--- src/rtl/ps2_host_tx.sv ---
// rtl/ps2_host_tx.sv - PS/2 host-to-device command transmitter
// Drives open-drain pull-low enables for PS2_CLK/PS2_DAT; reports sent, NACK or timeout.
module ps2_host_tx #(
  parameter int INHIBIT_CYCLES = 5000,
  parameter int START_TIMEOUT  = 750000,
  parameter int BIT_TIMEOUT    = 100000,
  parameter int TIMER_W        = 20
) (
  input  logic       CLOCK_50,
  input  logic       resetn,
  input  logic [7:0] the_command,
  input  logic       send_command,
  input  logic       ps2_clk_in,
  input  logic       ps2_dat_in,
  output logic       ps2_clk_oe,
  output logic       ps2_dat_oe,
  output logic       busy,
  output logic       command_was_sent,
  output logic       tx_nack,
  output logic       error_communication_timed_out
);

  localparam logic [2:0] S_IDLE       = 3'd0;
  localparam logic [2:0] S_INHIBIT    = 3'd1;
  localparam logic [2:0] S_REQ        = 3'd2;
  localparam logic [2:0] S_WAIT_FIRST = 3'd3;
  localparam logic [2:0] S_DATA       = 3'd4;
  localparam logic [2:0] S_WAIT_ACK   = 3'd5;
  localparam logic [2:0] S_WAIT_IDLE  = 3'd6;
  localparam logic [2:0] S_TIMEOUT    = 3'd7;

  localparam logic [TIMER_W-1:0] INHIBIT_LAST = TIMER_W'(INHIBIT_CYCLES - 1);
  localparam logic [TIMER_W-1:0] START_LAST   = TIMER_W'(START_TIMEOUT - 1);
  localparam logic [TIMER_W-1:0] BIT_LAST     = TIMER_W'(BIT_TIMEOUT - 1);

  logic [2:0]         state;
  logic [9:0]         shift;
  logic [3:0]         bit_count;
  logic [TIMER_W-1:0] timer;
  logic               dat_oe;
  logic               clk_meta, clk_sync, clk_prev, dat_meta, dat_sync;
  logic               fall, bit_expired;

  // Sync registers reset high so an idle bus never looks like a falling edge.
  always_ff @(posedge CLOCK_50) begin
    if (!resetn) begin
      {clk_meta, clk_sync, clk_prev, dat_meta, dat_sync} <= '1;
    end else begin
      clk_meta <= ps2_clk_in;
      clk_sync <= clk_meta;
      clk_prev <= clk_sync;
      dat_meta <= ps2_dat_in;
      dat_sync <= dat_meta;
    end
  end

  assign fall        = clk_prev & ~clk_sync;
  assign bit_expired = (timer >= BIT_LAST);

  always_ff @(posedge CLOCK_50) begin
    if (!resetn) begin
      state            <= S_IDLE;
      shift            <= '0;
      bit_count        <= '0;
      timer            <= '0;
      dat_oe           <= 1'b0;
      command_was_sent <= 1'b0;
      tx_nack          <= 1'b0;
    end else begin
      command_was_sent <= 1'b0;
      tx_nack          <= 1'b0;
      if (timer != '1) timer <= timer + 1'b1;
      case (state)
        S_IDLE: begin
          dat_oe <= 1'b0;
          if (send_command) begin
            shift     <= {1'b1, ~^the_command, the_command};
            timer     <= '0;
            bit_count <= '0;
            state     <= S_INHIBIT;
          end
        end
        S_INHIBIT: begin
          if (timer >= INHIBIT_LAST) begin
            dat_oe <= 1'b1;
            timer  <= '0;
            state  <= S_REQ;
          end
        end
        S_REQ: begin
          timer <= '0;
          state <= S_WAIT_FIRST;
        end
        S_WAIT_FIRST: begin
          if (fall) begin
            dat_oe    <= ~shift[0];
            shift     <= {1'b0, shift[9:1]};
            bit_count <= 4'd1;
            timer     <= '0;
            state     <= S_DATA;
          end else if (timer >= START_LAST) begin
            dat_oe <= 1'b0;
            state  <= S_TIMEOUT;
          end
        end
        // Falls 2..10 present d1..d7, parity, then stop; the device samples on rise.
        S_DATA: begin
          if (fall) begin
            dat_oe    <= ~shift[0];
            shift     <= {1'b0, shift[9:1]};
            bit_count <= bit_count + 4'd1;
            timer     <= '0;
            if (bit_count == 4'd9) state <= S_WAIT_ACK;
          end else if (bit_expired) begin
            dat_oe <= 1'b0;
            state  <= S_TIMEOUT;
          end
        end
        S_WAIT_ACK: begin
          if (fall) begin
            timer <= '0;
            if (dat_sync) begin
              tx_nack <= 1'b1;
              state   <= S_IDLE;
            end else begin
              state <= S_WAIT_IDLE;
            end
          end else if (bit_expired) begin
            state <= S_TIMEOUT;
          end
        end
        S_WAIT_IDLE: begin
          if (clk_sync && dat_sync) begin
            command_was_sent <= 1'b1;
            state            <= S_IDLE;
          end else if (bit_expired) begin
            state <= S_TIMEOUT;
          end
        end
        default: begin
          dat_oe <= 1'b0;
          state  <= S_IDLE;
        end
      endcase
    end
  end

  assign ps2_clk_oe                    = (state == S_INHIBIT) || (state == S_REQ);
  assign ps2_dat_oe                    = dat_oe;
  assign busy                          = (state != S_IDLE);
  assign error_communication_timed_out = (state == S_TIMEOUT);

endmodule

--- config.mk ---
export PLATFORM = sky130hd
export DESIGN_NAME = ps2_host_tx
export DESIGN_NICKNAME = d
export VERILOG_FILES = /design/src/rtl/ps2_host_tx.sv
export SDC_FILE = /design/constraint.sdc
export NUM_CORES = 1
export LEC_CHECK = 0
export ABC_AREA = 1
export CORE_ASPECT_RATIO = 1.75
export CORE_UTILIZATION = 63
export DETAILED_ROUTE_END_ITERATION = 12
export HOLD_SLACK_MARGIN = 0.03
export PLACE_DENSITY = 0.85
export SYNTH_ARGS = -nofsm -noshare
export SYNTH_HDL_FRONTEND = slang
export SYNTH_SLANG_ARGS = --single-unit
--- constraint.sdc ---
create_clock -name CLOCK_50 -period 3.7 [get_ports CLOCK_50]
set_input_delay 0.74 -clock CLOCK_50 [delete_from_list [all_inputs] [get_ports CLOCK_50]]
set_output_delay 0.74 -clock CLOCK_50 [all_outputs]
set_load 0.02 [all_outputs]
# After elaboration in Yosys (flattened, before gate mapping)
# Index checks and enable logic that the tools add are counted.
[word_totals]
inputBits = 13
ff_bits = 45
out_inout_bits = 6
wordCells = 85
[classes]
order_cmp = 3
n_bitwise = 4
n_eq_ne = 17
add_sub_neg = 2
muxes = 31
n_reduce_logical = 16
[ops]
columns = ["cell", "n"]
rows = [
  ["$mux 20", 4],
  ["$pmux 20 s4", 1],
  ["$mux 3", 10],
  ["$pmux 3 s7", 1],
  ["$add 20x1->20 const B", 1],
  ["$ge 20x13->1 const B", 1],
  ["$ge 20x17->1 const B", 1],
  ["$ge 20x20->1 const B", 1],
  ["$mux 10", 2],
  ["$ne 20x20->1 const B", 1],
  ["$pmux 10 s2", 1],
  ["$eq 3x3->1 const B", 4],
  ["$mux 4", 3],
  ["$pmux 4 s3", 1],
  ["$reduce_and 4->1", 3],
  ["$ne 3x3->1 const B", 3],
  ["$ne 2x2->1 const B", 4],
  ["$reduce_xnor 8->1", 1],
  ["$mux 1", 7],
  ["$eq 3x2->1 const B", 2],
  ["$reduce_and 3->1", 2],
  ["$reduce_bool 3->1", 2],
  ["$reduce_or 3->1", 2],
  ["$add 4x1->4 const B", 1],
  ["12 further kinds", 14],
]

# Logic depth before layout (Yosys ltp)
# Gate-level depths: netlist (run 1).
[depth]
ltp_word = 4
mapped_depth = 13
mapped_depth_nobuf = 13

# Least setup slack after synthesis (run 1)
# No wires, ideal clock.
[synth_timing]
path_type = "reg-to-output"
from = "register state[0]"
to = "output port ps2_clk_oe"
stages_incl_launch_ff = 4
required_ps = 2960
path_slack_ps = 1912
t_arrival_ps = 1048
cell_sequence = "dfxtp_1 inv_1 nand2_1 o21ai_0"
[synth_between]
elab_chain_len = 2
elab_cells_between_ends = 3
cone_classes = "eq/ne (2); reduce/logical (1)"
[synth_lines]
columns = ["item", "line_no", "rtl"]
rows = [
  ["from (decl)", "36", "logic [2:0] state;"],
  ["from (signal assigned)", "62", "state <= S_IDLE;"],
  ["from (signal assigned)", "80", "state <= S_INHIBIT;"],
  ["from (signal assigned)", "87", "state <= S_REQ;"],
  ["$eq 3x1->1 / $eq 3x2->1 (equally long branches)", "148", "assign ps2_clk_oe = (state == S_INHIBIT) || (state == S_REQ);"],
  ["$logic_or 1x1->1 (*)", "148", ""],
  ["to (decl)", "15", "output logic ps2_clk_oe,"],
]
# Mark *: on every way between the ends. The rest lies on a longest branch, timed or not.

# Worst setup path in the final report (run 1)
[layout_timing]
from = "register state[1]"
to = "output port ps2_clk_oe"
# The elaborated chain is that of the path after synthesis.

==> impl_metrics.csv, run 1 <==
group,metric,value,unit
detailed_routing,drc,0,
yosys,synth_top_flop_cell,"dfxtp_1",
finish,stdcell_area,2840,sq um
flow_run,max_cap_viol_count,0,
grt,grt.total_usage,31.0,%
timing,fin_tns_setup,0,ns
finish,nets,403,
clock_network,cts_made_buffers,5,
placement,port_buffers,18,
setup_path,reg2reg_slack,1.28,ns
timing,hold_viol,0,
timing,rsz0062_at_grt,"no",
setup_path,crit_slowest_cell,"clkdlybuf4s50_1",
die,die_area,4340,sq um
detailed_routing,ant_nets,0,
setup_path,rr_startpoint,"timer[0]$_SDFF_PN0_",
detailed_routing,first_pass_iters,4,
grt,grt_pass1_wl,10300,um
setup_path,cp_cell_sequence,"inv_1 > nand3_1 > o21ai_0 > clkdlybuf4s50_1",
setup_path,critPathArrivalTime,1.83,ns
timing,slew_headroom,46.8,%
placement,dp_slack,1.20,ns
detailed_routing,via_count,2464,
yosys,ys_ff_latch,45,
clock_network,hold_buffers,0,
power_and_ir_drop,ir_worst_vdd,0.000399,V
detailed_routing,wl_per_cell,13.8,um
detailed_routing,viasPerCell,5.65,
grt,grt_max_degree,24,
grt,antenna_found_initial,0,
detailed_routing,wirelength,6010,um
finish,final_common_cell,"nand2_1",
timing,drv_slew,0,
die,num_rows,30,
placement,place_area,2750,sq um
finish,layout_common_cells,"68 x nand2_1, 50 x nor2_1, 45 x dfxtp_1",
timing,setup_ws,1.13,ns
clock_network,root_buffer,"clkbuf_8",
timing,min_period,2.57,ns
clock_network,path_clk_slew,0.08,ns
timing,worst_pin_slew,0.797,ns
die,initial_core_util,65.7,%
setup_path,cp_max_fo,6,
grt,grt_pass1_vias,2501,
setup_path,endpoint_kind,"output port",
yosys,syn-num-nets,388,
power_and_ir_drop,p_leak,1.12,nW
detailed_routing,drt_iter0_drc,91,
yosys,yosysUniqueCellTypes,34,
setup_path,crit_buf_inv,2,
timing,finalSetupViolCount,0,
clock_network,cts_tree,"built",
hold_path,worstHoldStart,"clk_meta$_SDFF_PN1_",
finish,drive_above_1_share,8.76,%
die,core_area,3900,sq um
setup_path,startpoint,"state[1]$_SDFFE_PN0P_",
clock_network,cts-resized-gates,0,
setup_path,cpPeakStageDelay,0.66,ns
finish,areaGrowthSynthToFinish,10.6,%
clock_network,post_cts_buffers,0,
clock_network,clock_path_buffers,2,
clock_network,h-tree-depth,2,
setup_path,crit_family,"buffers and inverters",
power_and_ir_drop,power.density,551,nW/um^2
yosys,synth_edf_count,0,
die,io-pin-count,19,
yosys,ys_seq_area_share,35.1,%
die,die_w,50.2,um
hold_path,hp-class,"reg -> reg",
timing,fmax,0.388,GHz
timing,fin_crit_sh,69.6,%
placement,gp_congestion,0.971,
clock_network,clk_latency,0.30,ns
setup_path,start_kind,"register",
timing,finClkSkew,0.00919,ns
yosys,syn_area_per_cell,6.90,sq um
setup_path,criticalPathCategory,"reg -> out",
clock_network,cts.sinks,45,
yosys,async_flop_share,0,%
die,die_h,86.4,um
yosys,ys_warn_count,0,
setup_path,required,2.96,ns
status,outcome,"complete, no violations",
placement,dp_hpwl,4630,um
finish,diodes,0,
grt,overflow,0,
yosys,netlist_instances,372,
yosys,syn_area,2560,sq um
-- final cells by class --
type	count	area (sq um)
Fill cell	353	1070
Inverter	44	165
Tap cell	48	60.1
Sequential cell	45	901
Clock buffer	5	68.8
Clock inverter	3	17.5
Multi-Input combinational cell	273	1440
Timing Repair Buffer	18	180
-- through the flow --
stage                     hold slack, ns  power [mW]  utilization [%]  std cells
after floorplan                    0.393        1.12                -        372
after global placement             0.400        1.25             70.4        428
after detailed placement           0.409        1.26             70.4        428
after CTS                          0.430        1.56             72.7        436
after global routing               0.447        1.67             72.7        436
final                              0.424        1.56             72.7        436
-- where the power goes --
part,total (mW),switching (mW),internal (mW)
Sequential,0.644,0.0737,0.570
Clock,0.299,0.169,0.130
Combinational,0.619,0.402,0.218
-- worst reg2reg max path, delay by kind of cell, from the launching register on --
family,cells,cell delay [ns]
adders and majority gates,1,0.26
DFF,1,0.43
and+or+nand+nor,8,1.48
AOI/OAI and AO/OA,1,0.11
-- cell usage after synthesis, types with 2 or more instances --
cell / count / area share (%)
nor2_1: 50 / 7.3
buf_2: 5 / 0.98
inv_2: 5 / 0.73
nand2_2: 3 / 0.73
nand3_1: 25 / 4.9
a21oi_1: 21 / 4.1
o21ai_1: 2 / 0.39
or2_1: 3 / 0.73
xor2_1: 13 / 4.4
a31oi_1: 8 / 2.0
buf_4: 3 / 0.88
nand4_1: 13 / 3.2
dfxtp_1: 45 / 35
ha_1: 3 / 1.5
or2_2: 5 / 1.2
o21ai_0: 19 / 3.7
nor4_1: 4 / 0.98
nor3_1: 9 / 1.8
nand2_1: 68 / 10
xnor2_1: 8 / 2.7
inv_1: 39 / 5.7
nor2_4: 2 / 0.88
nor3_2: 5 / 2.0
clkbuf_1: 2 / 0.29
nor2_2: 3 / 0.73
-- routing by layer --
layer / global-route usage [%] / routed length, um / part of all wire [%]
met1: 28.3 / 2180 / 36
met2: 59.3 / 3380 / 56
met3: 5.26 / 146 / 2.4
met4: 21.3 / 308 / 5.1
met5: 0 / 0 / 0
-- registers in the layout, summed over array words and instances (netlist names) --
| name | count |
|---|---|
| tx_nack | 1 |
| clk_meta | 1 |
| dat_meta | 1 |
| state | 3 |
| dat_sync | 1 |
| bit_count | 4 |
| timer | 20 |
| command_was_sent | 1 |
| clk_prev | 1 |
| clk_sync | 1 |
| ps2_dat_oe | 1 |
| shift | 10 |
-- path summary, 6_finish.rpt --
kind,end,cells after the start
worst max register to register,timer[9]$_SDFF_PN0_,10
worst min register to register,clk_sync$_SDFF_PN1_,1
worst max-delay path,ps2_clk_oe,4
worst min-delay path,clk_sync$_SDFF_PN1_,1
-- logic make-up (layout without fill, tap and decap cells) --
| family | Yosys count | count (layout) | share of synthesized area [%] |
|---|---|---|---|
| AOI/OAI and AO/OA | 58 | 58 | 13.0 |
| xor gates and xnor gates | 21 | 21 | 7.17 |
| adders and majority gates | 3 | 3 | 1.46 |
| buffers and inverters | 54 | 70 | 8.59 |
| DFF | 45 | 45 | 35.1 |
| and+or+nand+nor | 191 | 191 | 34.7 |
Power figures use the tool's default switching activity.
==> run 2: changes to the inputs <==
--- a/config.mk
+++ b/config.mk
@@ -7,10 +7,10 @@
 export LEC_CHECK = 0
 export ABC_AREA = 1
 export CORE_ASPECT_RATIO = 1.75
-export CORE_UTILIZATION = 63
+export CORE_UTILIZATION = 53
 export DETAILED_ROUTE_END_ITERATION = 12
 export HOLD_SLACK_MARGIN = 0.03
-export PLACE_DENSITY = 0.85
+export PLACE_DENSITY = 0.76
 export SYNTH_ARGS = -nofsm -noshare
 export SYNTH_HDL_FRONTEND = slang
 export SYNTH_SLANG_ARGS = --single-unit
==> constraint.sdc (replaced) <==
create_clock -name CLOCK_50 -period 2.1 [get_ports CLOCK_50]
set_input_delay 0.42 -clock CLOCK_50 [delete_from_list [all_inputs] [get_ports CLOCK_50]]
set_output_delay 0.42 -clock CLOCK_50 [all_outputs]
set_load 0.02 [all_outputs]
==> run 2 against run 1 <==
Against the previous run: clock power up 72%; setup slack lost 0.96 ns; wire length decreased by 3.1%; cell count rose by 3.0%; register-to-register slack got worse by 1.1 ns; flip-flop and latch count did not move; total power is 78% higher; sequential share of layout area is 0.88 points lower; largest power group is now combinational logic; highest routed layer unchanged.
==> impl_metrics.csv, run 2 (synthesis gave the netlist of run 1 again) <==
group,metric,value,unit
die,die_h,94.0,um
setup_path,endpoint_kind,"output port",
finish,largest_reg_flops,20,
timing,setup_ws,0.166,ns
detailed_routing,viasPerCell,5.47,
flow_run,max_cap_viol_count,0,
setup_path,crit_slowest_cell,"dfxtp_1",
clock_network,root_buffer,"clkbuf_8",
finish,final_common_cell,"nand2_1",
finish,top_regs,"timer (20), shift (10), bit_count (4)",
clock_network,cts_tree,"built",
setup_path,cp_cell_sequence,"inv_1 > nand3_1 > o21ai_0 > dlygate4sd2_1",
setup_path,r2r_cells,11,
setup_path,cpPeakStageDelay,0.43,ns
setup_path,criticalPathCategory,"reg -> out",
grt,grt_pass1_wl,9760,um
timing,finClkSkew,0.00251,ns
timing,finalSetupViolCount,0,
hold_path,hp-class,"reg -> reg",
finish,instances_no_fill,449,
detailed_routing,first_pass_iters,4,
finish,nFillCells,420,
finish,nets,412,
timing,slew_headroom,77.8,%
timing,fmax,0.517,GHz
timing,whs,0.416,ns
finish,top_register,"timer",
grt,grt_pass1_vias,2393,
timing,fin_crit_sh,92.1,%
status,outcome,"complete, no violations",
detailed_routing,via_count,2456,
power_and_ir_drop,p_leak,1.19,nW
grt,grt.total_usage,25.9,%
clock_network,clk_latency,0.29,ns
setup_path,cp_max_fo,6,
placement,place_inst,439,
finish,diodes,0,
timing,min_period,1.93,ns
setup_path,critPathArrivalTime,1.51,ns
clock_network,path_clk_slew,0.08,ns
placement,dp_hpwl,4600,um
die,core_area,4670,sq um
power_and_ir_drop,power.density,950,nW/um^2
hold_path,holdPathStages,1,
timing,hold_viol,0,
timing,worst_pin_slew,0.331,ns
grt,grt_max_degree,22,
die,initial_core_util,55.0,%
clock_network,h-tree-depth,2,
finish,drive_above_1_share,11.6,%
die,die_w,54.6,um
detailed_routing,wirelength,5820,um
clock_network,cts_made_buffers,5,
setup_path,start_kind,"register",
grt,overflow,0,
placement,gp_congestion,0.964,
die,die_area,5130,sq um
finish,layout_common_cells,"68 x nand2_1, 50 x nor2_1, 42 x dfxtp_1",
timing,drv_slew,0,
finish,multi_input_area,1450,sq um
clock_network,clock_path_buffers,2,
finish,regArea,905,sq um
detailed_routing,drt_iter0_drc,61,
die,num_rows,33,
timing,fin_tns_setup,0,ns
detailed_routing,drc,0,
detailed_routing,wl_per_cell,13.0,um
placement,port_buffers,18,
placement,dp_slack,0.136,ns
finish,areaGrowthSynthToFinish,14.2,%
clock_network,cts.sinks,45,
detailed_routing,ant_nets,0,
finish,fin_util,62.8,%
die,io-pin-count,19,
setup_path,required,1.68,ns
grt,antenna_found_initial,0,
power_and_ir_drop,ir_worst_vdd,0.000814,V
run 2: where the power goes:
| group | leakage (nW) | switching [mW] | total [mW] | internal, mW |
|---|---|---|---|---|
| logic | 0.777 | 0.702 | 1.14 | 0.437 |
| registers | 0.368 | 0.121 | 1.13 | 1.01 |
| clock network | 0.0450 | 0.282 | 0.513 | 0.231 |
run 2: metrics by stage:
stage / power (mW) / cell area, sq um
after CTS: 2.81 / 2900
after global routing: 3.01 / 2930
final: 2.78 / 2930
after global placement: 2.28 / 2820
after detailed placement: 2.30 / 2820
after floorplan: 1.97 / 2560
run 2: layer usage:
metal,track usage [%],wire length (um),vias to the layer above
li1,-,-,1271
met1,24.6,2140,1115
met2,50.0,3390,58
met3,3.56,144,12
met4,11.5,150,0
met5,0,0,-
run 2: area by class of cell:
type                    instances  area share [%]
multi-input cells             273            49.6
flip-flops and latches         45            30.9
repair buffers                 27            8.89
inverters                      44            5.64
clock buffers                   6            2.48
well taps                      52            2.22
clock inverters                 2           0.342
run 2: timing repair:
item                       4_1_cts  5_1_grt
setup endpoints to repair        3       13
resized for setup                3        5
setup buffers                    0        2
pin swaps                        0        1
hold buffers                     0        0
run 2: worst paths after layout:
path / startpoint / to / slack [ns]
max: state[1]$_SDFFE_PN0P_ / ps2_clk_oe / 0.17
min: dat_meta$_SDFF_PN1_ / dat_sync$_SDFF_PN1_ / 0.42
max reg2reg: timer[1]$_SDFF_PN0_ / timer[3]$_SDFF_PN0_ / 0.19
min reg2reg: dat_meta$_SDFF_PN1_ / dat_sync$_SDFF_PN1_ / 0.42
run 2: critical path: cells and delay by family (launching register included):
kind | cells | cell delay [ns]
compound gates | 1 | 0.15
buf+inv | 2 | 0.47
flops | 1 | 0.43
simple gates | 1 | 0.18
==> patch (config.mk and constraints of run 2) <==
Change the parameter `TIMER_W` from 20 to 10.
--- a/src/rtl/ps2_host_tx.sv
+++ b/src/rtl/ps2_host_tx.sv
@@ -5,5 +5,5 @@
   parameter int START_TIMEOUT  = 750000,
   parameter int BIT_TIMEOUT    = 100000,
-  parameter int TIMER_W        = 20
+  parameter int TIMER_W        = 10
 ) (
   input  logic       CLOCK_50,
Behaviour: same outputs for any inputs over 10 cycles, from zero or initial values and one cycle with resetn low; that may be too few to reach the edited logic, so the function may still have changed.
==> patch against run 2 <==
- non-clock buffer count shrank 7
- sequential cell count down 10
- power is 25% lower
- utilization grew 0.70 points
- area after synthesis is 21% lower
- worst setup slack worse by 0.10 ns
- design area decreased by 21%
- register-to-register slack better by 0.18 ns
- wire length down 27%
- maximum frequency shrank 4.9%
==> patch: results (changes against run 2) <==
p_switching_uw: 776  # was 1110 uW
viasPerCell: 4.99  # was 5.47
htree_levels: 2  # unchanged
worstReg2RegStart: "timer[0]"  # was timer[1]
vdd_drop_max_mv: 0.550  # was 0.814 mV
seq_area_frac_synth_pct: 34.6  # was 35.1%
slowest_stage: "clkdlybuf4s50_1"  # was dfxtp_1
syn_nets: 337  # was 388
fin_nets: 357  # was 412
fill_cells: 367  # was 420
drive_gt1_share_pct: 8.21  # was 11.6%
grt_pass1_vias: 1841  # was 2393
hold_viol: 0  # unchanged
grt_pass1_wl_mm: 7.43  # was 9.76 mm
startpoint: "state[2]"  # was state[1]
static-leakage-power_uw: 0.00107  # was 0.00119 uW
path_max_fanout: 7  # was 6
finalClockSkew_ns: 0.00504  # was 0.00251 ns
dp_slack_ns: 0.157  # was 0.136 ns
root_buffer: "clkbuf_8"  # unchanged
dp.final_hpwl_mm: 3.26  # was 4.60 mm
r2r_end: "timer[2]"  # was timer[3]
wl_per_cell_um: 11.0  # was 13.0 um
rrSetupSlack_ns: 0.37  # was 0.19 ns
ys_types: 31  # was 34
yosys-top-cells-count: "nand2_1 (99), nor2_1 (59), dfxtp_1 (35)"  # was nand2_1 (68), nor2_1 (50), dfxtp_1 (45)
r2r_cells: 7  # was 11
globalplace.congestion: 0.881  # was 0.964
synth_area_leaders: "dfxtp_1 (35%), nand2_1 (18%), nor2_1 (11%), inv_1 (6.1%), o21ai_0 (5.2%)"  # was dfxtp_1 (35%), nand2_1 (10%), nor2_1 (7.3%), inv_1 (5.7%), nand3_1 (4.9%)
crit_end: "busy"  # was ps2_clk_oe
grt_max_degree: 18  # was 22
fin_crit_ns: 2.03  # was 1.93 ns
grt_usage_pct: 23.0  # was 25.9%
outcome: "finished, final reports clean"  # unchanged
reg.largest.list: "shift (10), timer (10), bit_count (4)"  # was timer (20), shift (10), bit_count (4)
critPathTopFamily: "buffers and inverters"  # unchanged
worst_pin_slew_ns: 0.390  # was 0.331 ns
cpPeakStageDelay_ns: 0.63  # was 0.43 ns
worstPathArrival_ns: 1.61  # was 1.51 ns
[patch: cell types whose count changed after synthesis, sizes merged, moves of 9 or more]
cell,run 2,this run
nand3,26,15
a21oi,22,11
dfxtp,45,35
nor3,14,5
xor2,13,2
nand4,13,2
nand2,71,102
[patch: cell families after synthesis]
family,after synthesis,synth area share (%)
AO/OA/AOI/OAI,44,12.2
adder cells (fa/ha/maj),3,1.85
XOR/XNOR,4,1.73
buffers and inverters,44,10.1
flip-flops,35,34.6
AND/OR/NAND/NOR,190,39.0
multiplexers,1,0.494
[patch: power by group through the flow]
stage	logic, uW	clock network [uW]	registers, uW
2_1_floorplan	585	0	864
3_3_place_gp	728	0	868
3_5_place_dp	733	0	871
4_1_cts	731	499	860
5_1_grt	824	531	878
6_report	731	486	862
[patch: routing by layer]
layer  global-route usage (%)  part of all wire (%)  wire length [um]
met1                     22.7                    42              1800
met2                     43.7                    53              2260
met3                     4.37                   1.9                82
met4                     12.0                   2.6               111
met5                        0                     0                 0
[patch: final cells by class]
cell class                 instances  area share (%)
clock buffer                       6            3.59
clock inverter                     1           0.217
inverter                          37            6.14
multi-input combinational        242            48.7
sequential                        35            30.5
tap                               46            2.50
timing repair buffer              20            8.37
[patch: per-stage QoR]
| step | hold WS, ns | cell area, sq um | std cells | util, % |
|---|---|---|---|---|
| 2_1_floorplan | 0.392 | 2020 | 321 | - |
| 3_3_place_gp | 0.395 | 2210 | 380 | 61.0 |
| 3_5_place_dp | 0.398 | 2210 | 380 | 61.0 |
| 4_1_cts | 0.414 | 2300 | 387 | 63.4 |
| 5_1_grt | 0.439 | 2300 | 387 | 63.5 |
| 6_report | 0.413 | 2300 | 387 | 63.5 |
[patch: timing repair]
item / CTS / global route
setup endpoints to repair: 3 / 1
gates resized for setup: 4 / 1
hold buffers: 0 / 0
